## config.mk

```make
export PLATFORM = sky130hd
export DESIGN_NAME = shift_add_multiplier
export DESIGN_NICKNAME = d
export VERILOG_FILES = /design/src/rtl/shift_add_multiplier.sv
export SDC_FILE = /design/constraint.sdc
export NUM_CORES = 1
export LEC_CHECK = 0
export BUFFER_PORTS_ARGS = -buffer_cell sky130_fd_sc_hd__buf_2
export CORE_MARGIN = 4
export CORE_UTILIZATION = 40
export DETAILED_ROUTE_END_ITERATION = 12
export PLACE_DENSITY_LB_ADDON = 0.1
export SETUP_SLACK_MARGIN = 0.2
export SLEW_MARGIN = 30
export SYNTH_ARGS = -nofsm -noshare
export SYNTH_HDL_FRONTEND = slang
export SYNTH_SLANG_ARGS = --single-unit
export TNS_END_PERCENT = 100
```

## constraint.sdc

```tcl
create_clock -name clk -period 3.64 [get_ports clk]
set_clock_uncertainty 0.15 [all_clocks]
set_input_delay 0.728 -clock clk [delete_from_list [all_inputs] [get_ports clk]]
set_output_delay 0.728 -clock clk [all_outputs]
set_load 0.02 [all_outputs]
```

## src/rtl/shift_add_multiplier.sv

```systemverilog
// Sequential radix-2 shift-and-add multiplier built around one claBlock adder.
// Define MULT_SIGNED_EN for two's-complement operands and product.

module claBlock #(
    parameter int W = 9
) (
    input  logic [W-1:0] a,
    input  logic [W-1:0] b,
    input  logic          cIn,
    output logic [W-1:0] sum
);

    logic [W-1:0] w_g;
    logic [W-1:0] w_p;
    logic [W-1:0] w_c;

    // Generate/propagate terms and carry chain.
    always_comb begin
        w_g    = a & b;
        w_p    = a ^ b;
        w_c    = '0;
        w_c[0] = cIn;
        for (int i = 0; i < W - 1; i++) begin
            w_c[i+1] = w_g[i] | (w_p[i] & w_c[i]);
        end
        sum = w_p ^ w_c;
    end

endmodule

module shift_add_multiplier #(
    parameter int N = 8
) (
    input  logic           clk,
    input  logic           rst,
    input  logic           start,
    input  logic [N-1:0]   a,
    input  logic [N-1:0]   b,
    output logic           ready,
    output logic           done,
    output logic [2*N-1:0] product
);

    localparam int CW = $clog2(N + 1);
    localparam logic [CW-1:0] LAST = CW'(N - 1);

    typedef enum logic [1:0] {
        S_IDLE = 2'd0,
        S_CALC = 2'd1,
        S_DONE = 2'd2
    } state_t;

    state_t         r_state;
    state_t         w_next;
    logic [N-1:0]   r_mcand;
    logic [N-1:0]   r_acc;
    logic [N-1:0]   r_mq;
    logic [CW-1:0]  r_count;
    logic [2*N-1:0] r_product;
    logic [N-1:0]   w_addend;
    logic [N:0]     w_sum;
    logic [2*N-1:0] w_shifted;
    logic [2*N-1:0] w_result;
    logic [N-1:0]   w_a_load;
    logic [N-1:0]   w_b_load;

    assign w_addend  = r_mq[0] ? r_mcand : {N{1'b0}};
    assign w_shifted = {w_sum, r_mq[N-1:1]};

    claBlock #(.W(N + 1)) u_cla (
        .a   ({1'b0, r_acc}),
        .b   ({1'b0, w_addend}),
        .cIn (1'b0),
        .sum (w_sum)
    );

`ifdef MULT_SIGNED_EN
    logic r_neg;
    // Operands enter the datapath as magnitudes; the sign is reapplied at the end.
    assign w_a_load = a[N-1] ? (-a) : a;
    assign w_b_load = b[N-1] ? (-b) : b;
    assign w_result = r_neg ? (-w_shifted) : w_shifted;
`else
    assign w_a_load = a;
    assign w_b_load = b;
    assign w_result = w_shifted;
`endif

    // Next-state selection.
    always_comb begin
        w_next = r_state;
        case (r_state)
            S_IDLE: begin
                if (start) begin
                    w_next = S_CALC;
                end else begin
                    w_next = S_IDLE;
                end
            end
            S_CALC: begin
                if (r_count == LAST) begin
                    w_next = S_DONE;
                end else begin
                    w_next = S_CALC;
                end
            end
            S_DONE:  w_next = S_IDLE;
            default: w_next = S_IDLE;
        endcase
    end

    // State register.
    always_ff @(posedge clk or posedge rst) begin
        if (rst) begin
            r_state <= S_IDLE;
        end else begin
            r_state <= w_next;
        end
    end

    // Operand load, shift/accumulate, and result capture on the final add.
    always_ff @(posedge clk or posedge rst) begin
        if (rst) begin
            r_mcand   <= '0;
            r_acc     <= '0;
            r_mq      <= '0;
            r_count   <= '0;
            r_product <= '0;
`ifdef MULT_SIGNED_EN
            r_neg     <= 1'b0;
`endif
        end else begin
            case (r_state)
                S_IDLE: begin
                    if (start) begin
                        r_mcand <= w_a_load;
                        r_mq    <= w_b_load;
                        r_acc   <= '0;
                        r_count <= '0;
`ifdef MULT_SIGNED_EN
                        r_neg   <= a[N-1] ^ b[N-1];
`endif
                    end
                end
                S_CALC: begin
                    {r_acc, r_mq} <= w_shifted;
                    r_count       <= r_count + {{(CW-1){1'b0}}, 1'b1};
                    if (r_count == LAST) begin
                        r_product <= w_result;
                    end
                end
                default: begin
                end
            endcase
        end
    end

    assign ready   = (r_state == S_IDLE);
    assign done    = (r_state == S_DONE);
    assign product = r_product;

endmodule

```

==> results of run 1 <==
[Yosys cell counts, types with 7 or more instances]
library cell  number  share of area
dfrtp_1           46           0.54
nand2_1           35          0.062
inv_1             17          0.030
nand3_1            9          0.021
nor2_1             9          0.016
mux2i_1            8          0.038
nor3_1             8          0.019
o21ai_0            8          0.019
o22ai_1            8          0.024
fa_1               7          0.066
mux2_2             7          0.037
[per-layer routing]
| layer | GRT usage | wire length [um] | up-vias |
|---|---|---|---|
| li1 | - | - | 698 |
| met1 | 0.1819 | 1928 | 747 |
| met2 | 0.2343 | 2104 | 31 |
| met3 | 0.04596 | 211 | 5 |
| met4 | 0.04899 | 49 | 0 |
| met5 | 0 | 0 | - |
[through the flow]
stage	cells	setup WS (ns)	hold WS (ns)
after floorplan	192	0.1278	0.2868
after global placement	290	0.1769	0.3028
after detailed placement	290	0.07649	0.3132
after CTS	298	0.06633	0.2678
after global routing	298	0.06183	0.3022
final	298	0.1577	0.2604
[registers in the layout (all words and copies together), names as in the netlist]
| register | count |
|---|---|
| r_acc | 8 |
| r_mcand | 8 |
| product | 16 |
| r_mq | 8 |
| r_count | 4 |
| r_state | 2 |
[cell type report]
| class | instances | share of cell area |
|---|---|---|
| Timing Repair Buffer | 39 | 0.08282 |
| Clock inverter | 1 | 0.002045 |
| Sequential cell | 46 | 0.4703 |
| Multi-Input combinational cell | 118 | 0.3476 |
| Tap cell | 70 | 0.03579 |
| Clock buffer | 7 | 0.03528 |
| Inverter | 17 | 0.02607 |
[worst max-delay path, cell delays in order (launching register included)]
cell	delay (ns)
dfrtp_1	0.35
and2_4	0.15
ha_4	0.12
inv_2	0.03
fa_2	0.34
fa_2	0.36
fa_2	0.35
fa_2	0.34
fa_2	0.34
inv_2	0.06
fa_1	0.14
inv_1	0.04
fa_1	0.50
o21ai_1	0.07
[worst paths after layout]
path / end / slack [ns] / cells past startpoint
setup / recovery: r_acc[6]$_DFFE_PP0P_ / 0.16 / 13
hold / removal: product[8]$_DFFE_PP0P_ / 0.26 / 2
setup reg to reg: r_acc[6]$_DFFE_PP0P_ / 0.16 / 13
hold reg to reg: r_mcand[0]$_DFFE_PP0P_ / 0.34 / 2
max in group asynchronous: r_acc[5]$_DFFE_PP0P_ / 2.34 / 3
min in group clk: r_mcand[0]$_DFFE_PP0P_ / 0.34 / 2
[repair_timing]
item / in CTS / in global routing
hold buffers: 0 / 0
gates resized for setup: 0 / 6
gates cloned: 0 / 0
setup endpoints to repair: 4 / 6
[power by group]
part	total [uW]	internal (uW)	switching, uW
combinational	1030	433	594
sequential	906	755	152
clock	322	153	168
[logic make-up after synthesis]
kind of cell / after synthesis / synth area share
AO/OA/AOI/OAI: 21 / 0.05684
adder cells (fa/ha/maj): 9 / 0.07815
buffers and inverters: 28 / 0.07164
flip-flops: 46 / 0.5447
multiplexers: 17 / 0.08941
AND/OR/NAND/NOR: 71 / 0.1593
==> results by group, run 1 <==
Synth
  • Netlist area before placement: 2113 um2
  • Count of unique library cells instantiated by Yosys: 31
  • Synthesis-stage register bit count: 46
  • EDFF count, synth: 0
  • Synth Flop Type: dfrtp_1
  • Sequential-to-total area share from yosys stat: 0.5447
  • Syn nets: 220
  • Synth Warn #: 0
  • Post-Synthesis Cells: 192
  • Synth Area per Inst: 11.01 um2
  • Post-synth ARST share: 1.000

Worst setup path
  • Startpoint types: flop
  • R2r startpoint: r_mcand[0]$_DFFE_PP0P_
  • Critical path type: flop to flop
  • Worst Path Required: roughly 3.7 ns
  • Worst-path maximum fanout: 2
  • CP startpoint: r_mcand[0]$_DFFE_PP0P_
  • WP data arrival: 3.50 ns
  • Element type at the critical path end: flop

CTS
  • CTS tree: yes
  • Clk pin slew, worst setup/hold paths: roughly 0.090 ns
  • CTS HTree Levels: 2
  • Post-CTS Setup Bufs: 0
  • CTS buffer count: 5
  • Root buffer cell: clkbuf_8
  • Clock latency on the worst-skew pair: 0.29 ns
  • CTS Buffer Depth: 2
  • Total clock sinks: 46

GRT
  • GR Overflow Total: 0
  • Total GRT Usage: 0.1445
  • Antenna violations before repair: 0
  • First-pass GRT wire length: 7079 um
  • Largest net degree at the start of global routing: 31
  • Vias in the first global route: approximately 1500

Run
  • Number of max-cap violations: 0

Drt
  • Routed Antenna Nets: 0
  • Residual DRC: 0
  • Via/cell ratio: 4.970
  • Routed WL: 4294 um
  • Drt first pass iters: 4
  • WL/cell: 14.41 um
  • DR iter-0 viols: 80
  • Via count: about 1500

Timing
  • RSZ-0062 raised after global routing: yes
  • Crit share post-route: 0.9567
  • Max Clock Freq: 287.2 MHz
  • Count of final setup violators: 0
  • Total negative slack: 0 ns
  • Max-slew headroom: 0.4823
  • Min Tclk post-route: 3.482 ns
  • Slew @ Worst Pin: 0.7757 ns
  • Final Hold Viols: 0
  • Slew Viols, Final: 0

Placement
  • Placer Congestion: ~0.73
  • Area after DPL: ~2300 um2
  • Port bufs: 36
  • Final HPWL DP: 3018 um

Floorplanning
  • Row Count: 26
  • Die H: 80.69 um
  • Initial Utilization: 0.4138
  • Die area: 6510 um2
  • Boundary pin count: 37
  • Area of the core: 5107 um2
  • Die width: slightly above 80 um

Finish
  • Commonest non-fill, non-tap cell in the layout: dfrtp_1
  • Finished layout cell area: 2447 um2
  • Filler instances: about 500
  • Core Util, Final: 0.4792
  • Most frequent cells in the layout: 46 x dfrtp_1, 36 x buf_2, 35 x nand2_1
  • Area grow syn2layout: 15.81%
  • Final nets: roughly 260
  • Number of diodes: 0
  • Seq. cell area: roughly 1200 um2
  • Share of cells above drive strength 1: 0.2982
  • Multi-input logic area: ~850 um2

Power and ir drop
  • Peak VDD IR: 0.3622 mV
  • Leakage: approximately 0.0011 uW
  • Power Total: ~2300 uW
  • Pwr/cell area: 921.4 nW/um2

Run status
  • Status: complete, no violations

Worst hold path
  • Min-delay worst type: input pin to asynchronous set/reset pin
Note: power is estimated with default switching activity, not from simulation.
==> run 2: changes to the inputs <==
Settings changed: BUFFER_PORTS_ARGS -buffer_cell sky130_fd_sc_hd__buf_2 to default, DONT_BUFFER_PORTS from default to 1.
==> run 2 against run 1 <==
Compared with the run above:
- non-clock buffer count fell by 36
- largest cell class unchanged
- combinational power fell by 20%
- count of clock-buffer cells in the layout did not move
- sequential share of layout area rose by 3.9 points
- highest routed layer unchanged
- die area did not move
==> results by group, run 2 (synthesis results as in run 1) <==
GRT
  • Total GRT Usage: 0.1330
  • GR Overflow Total: 0
  • Antenna violations before repair: 0
  • First-pass GRT wire length: about 6500 um
  • Vias in the first global route: ~1300
  • Largest net degree at the start of global routing: 47

Timing
  • Final Hold Viols: 0
  • Final worst slack: 0.1812 ns
  • Min Tclk post-route: 3.459 ns
  • Hold Slack: 0.2836 ns
  • Slew @ Worst Pin: 0.8034 ns
  • RSZ-0062 raised after global routing: yes
  • Crit share post-route: 0.9502
  • Slew Viols, Final: 0
  • Max Clock Freq: 289.1 MHz
  • Total negative slack: 0 ns
  • Count of final setup violators: 0
  • Max-slew headroom: 0.4644

Floorplanning
  • Die H: ~80 um
  • Die width: 80.69 um
  • Boundary pin count: 37
  • Row Count: 26
  • Initial Utilization: 0.4138
  • Die area: ~6500 um2
  • Area of the core: 5107 um2

Finish
  • Final nets: 219
  • Number of diodes: 0
  • Most frequent cells in the layout: 46 x dfrtp_1, 35 x nand2_1, 13 x inv_1
  • Number of flip-flops under the largest register name: 16
  • Commonest non-fill, non-tap cell in the layout: dfrtp_1
  • Share of cells above drive strength 1: 0.1823
  • Core Util, Final: 0.4427
  • Area grow syn2layout: 6.986%

Worst setup path
  • Worst-path maximum fanout: 2
  • WP data arrival: 3.48 ns
  • Worst-path cell chain: and2_4 -> ha_4 -> inv_2 -> fa_2 -> fa_2 -> fa_2 -> fa_2 -> fa_2 -> inv_2 -> fa_2 -> inv_2 -> fa_1 -> o21ai_1
  • Critical path type: flop to flop
  • Worst path slowest cell: fa_1
  • Worst Path Required: 3.66 ns
  • Startpoint types: flop
  • Element type at the critical path end: flop
  • CP most frequent cell: fa_2
  • CP max stage delay: 0.49 ns

CTS
  • Hold_buf cts: 0
  • Root buffer cell: clkbuf_8
  • Total clock sinks: between 40 and 50
  • Post-CTS Setup Bufs: 0
  • CTS HTree Levels: 2
  • Clock latency on the worst-skew pair: around 0.29 ns
  • CTS Buffer Depth: 2
  • CTS buffer count: 5
  • CTS tree: yes
  • Clk pin slew, worst setup/hold paths: around 0.08 ns

Power and ir drop
  • Leakage: 0.0009884 uW
  • Pwr/cell area: roughly 960 nW/um2
  • Peak VDD IR: 0.2879 mV

Placement
  • Pre-CTS setup slack: roughly 0.12 ns
  • Placer Congestion: 0.7091
  • Port bufs: 0
  • Final HPWL DP: between 2000 and 3000 um

Drt
  • DR iter-0 viols: 67
  • Via count: 1322
  • Residual DRC: 0
  • WL/cell: 15.61 um
  • Routed WL: 4090 um
  • Routed Antenna Nets: 0
  • Via/cell ratio: 5.046
  • Drt first pass iters: 4

Worst hold path
  • Min-delay worst type: input pin to asynchronous set/reset pin

Run
  • Number of max-cap violations: 0

Run status
  • Status: complete, no violations
[run 2: stage by stage]
stage	cell area (um2)	total power, uW	instances
after floorplan	2136	1675	192
after global placement	2148	1811	254
after detailed placement	2148	1851	254
after CTS	2240	2168	262
after global routing	2261	2358	262
final	2261	2159	262
[run 2: metal layers]
layer	global-route usage	routed length, um	vias up
li1	-	-	628
met1	0.1728	1894	669
met2	0.2094	1956	20
met3	0.04821	194	5
met4	0.03547	44	0
met5	0	0	-
[run 2: area by class of cell]
type / count / area [um2]
repair buffers: 3 / 22.52
flip-flops and latches: 46 / 1151
clock inverters: 1 / 5.005
multi-input cells: 118 / 843.3
clock buffers: 7 / 86.33
fillers: 486 / 2846
inverters: 17 / 65.06
well taps: 70 / 87.58
[run 2: report_power, final]
part           total, uW  switching [uW]  internal (uW)
clock network        316             163            153
logic                825             457            368
registers           1020             263            755
[run 2: final timing paths]
kind	cells past startpoint	start	to	slack, ns
max	13	r_mq[0]$_DFFE_PP0P_	r_acc[6]$_DFFE_PP0P_	0.18
min	1	rst	product[0]$_DFFE_PP0P_	0.28
max reg2reg	13	r_mq[0]$_DFFE_PP0P_	r_acc[6]$_DFFE_PP0P_	0.18
min reg2reg	2	r_mcand[6]$_DFFE_PP0P_	r_mcand[6]$_DFFE_PP0P_	0.33
max in group asynchronous	1	rst	r_count[0]$_DFFE_PP0P_	2.58
min in group clk	2	r_mcand[6]$_DFFE_PP0P_	r_mcand[6]$_DFFE_PP0P_	0.33
[run 2: timing repair]
item                                    CTS  global route
resized for setup                         0             7
pin swaps                                 1             0
endpoints found under the setup margin    3             4
[run 2: critical path, delay by kind of cell, from the launching register on]
kind	cells	cell delay, ns
simple gates	1	0.15
buf+inv	3	0.13
compound gates	1	0.07
flops	1	0.35
fa+ha+maj	8	2.49
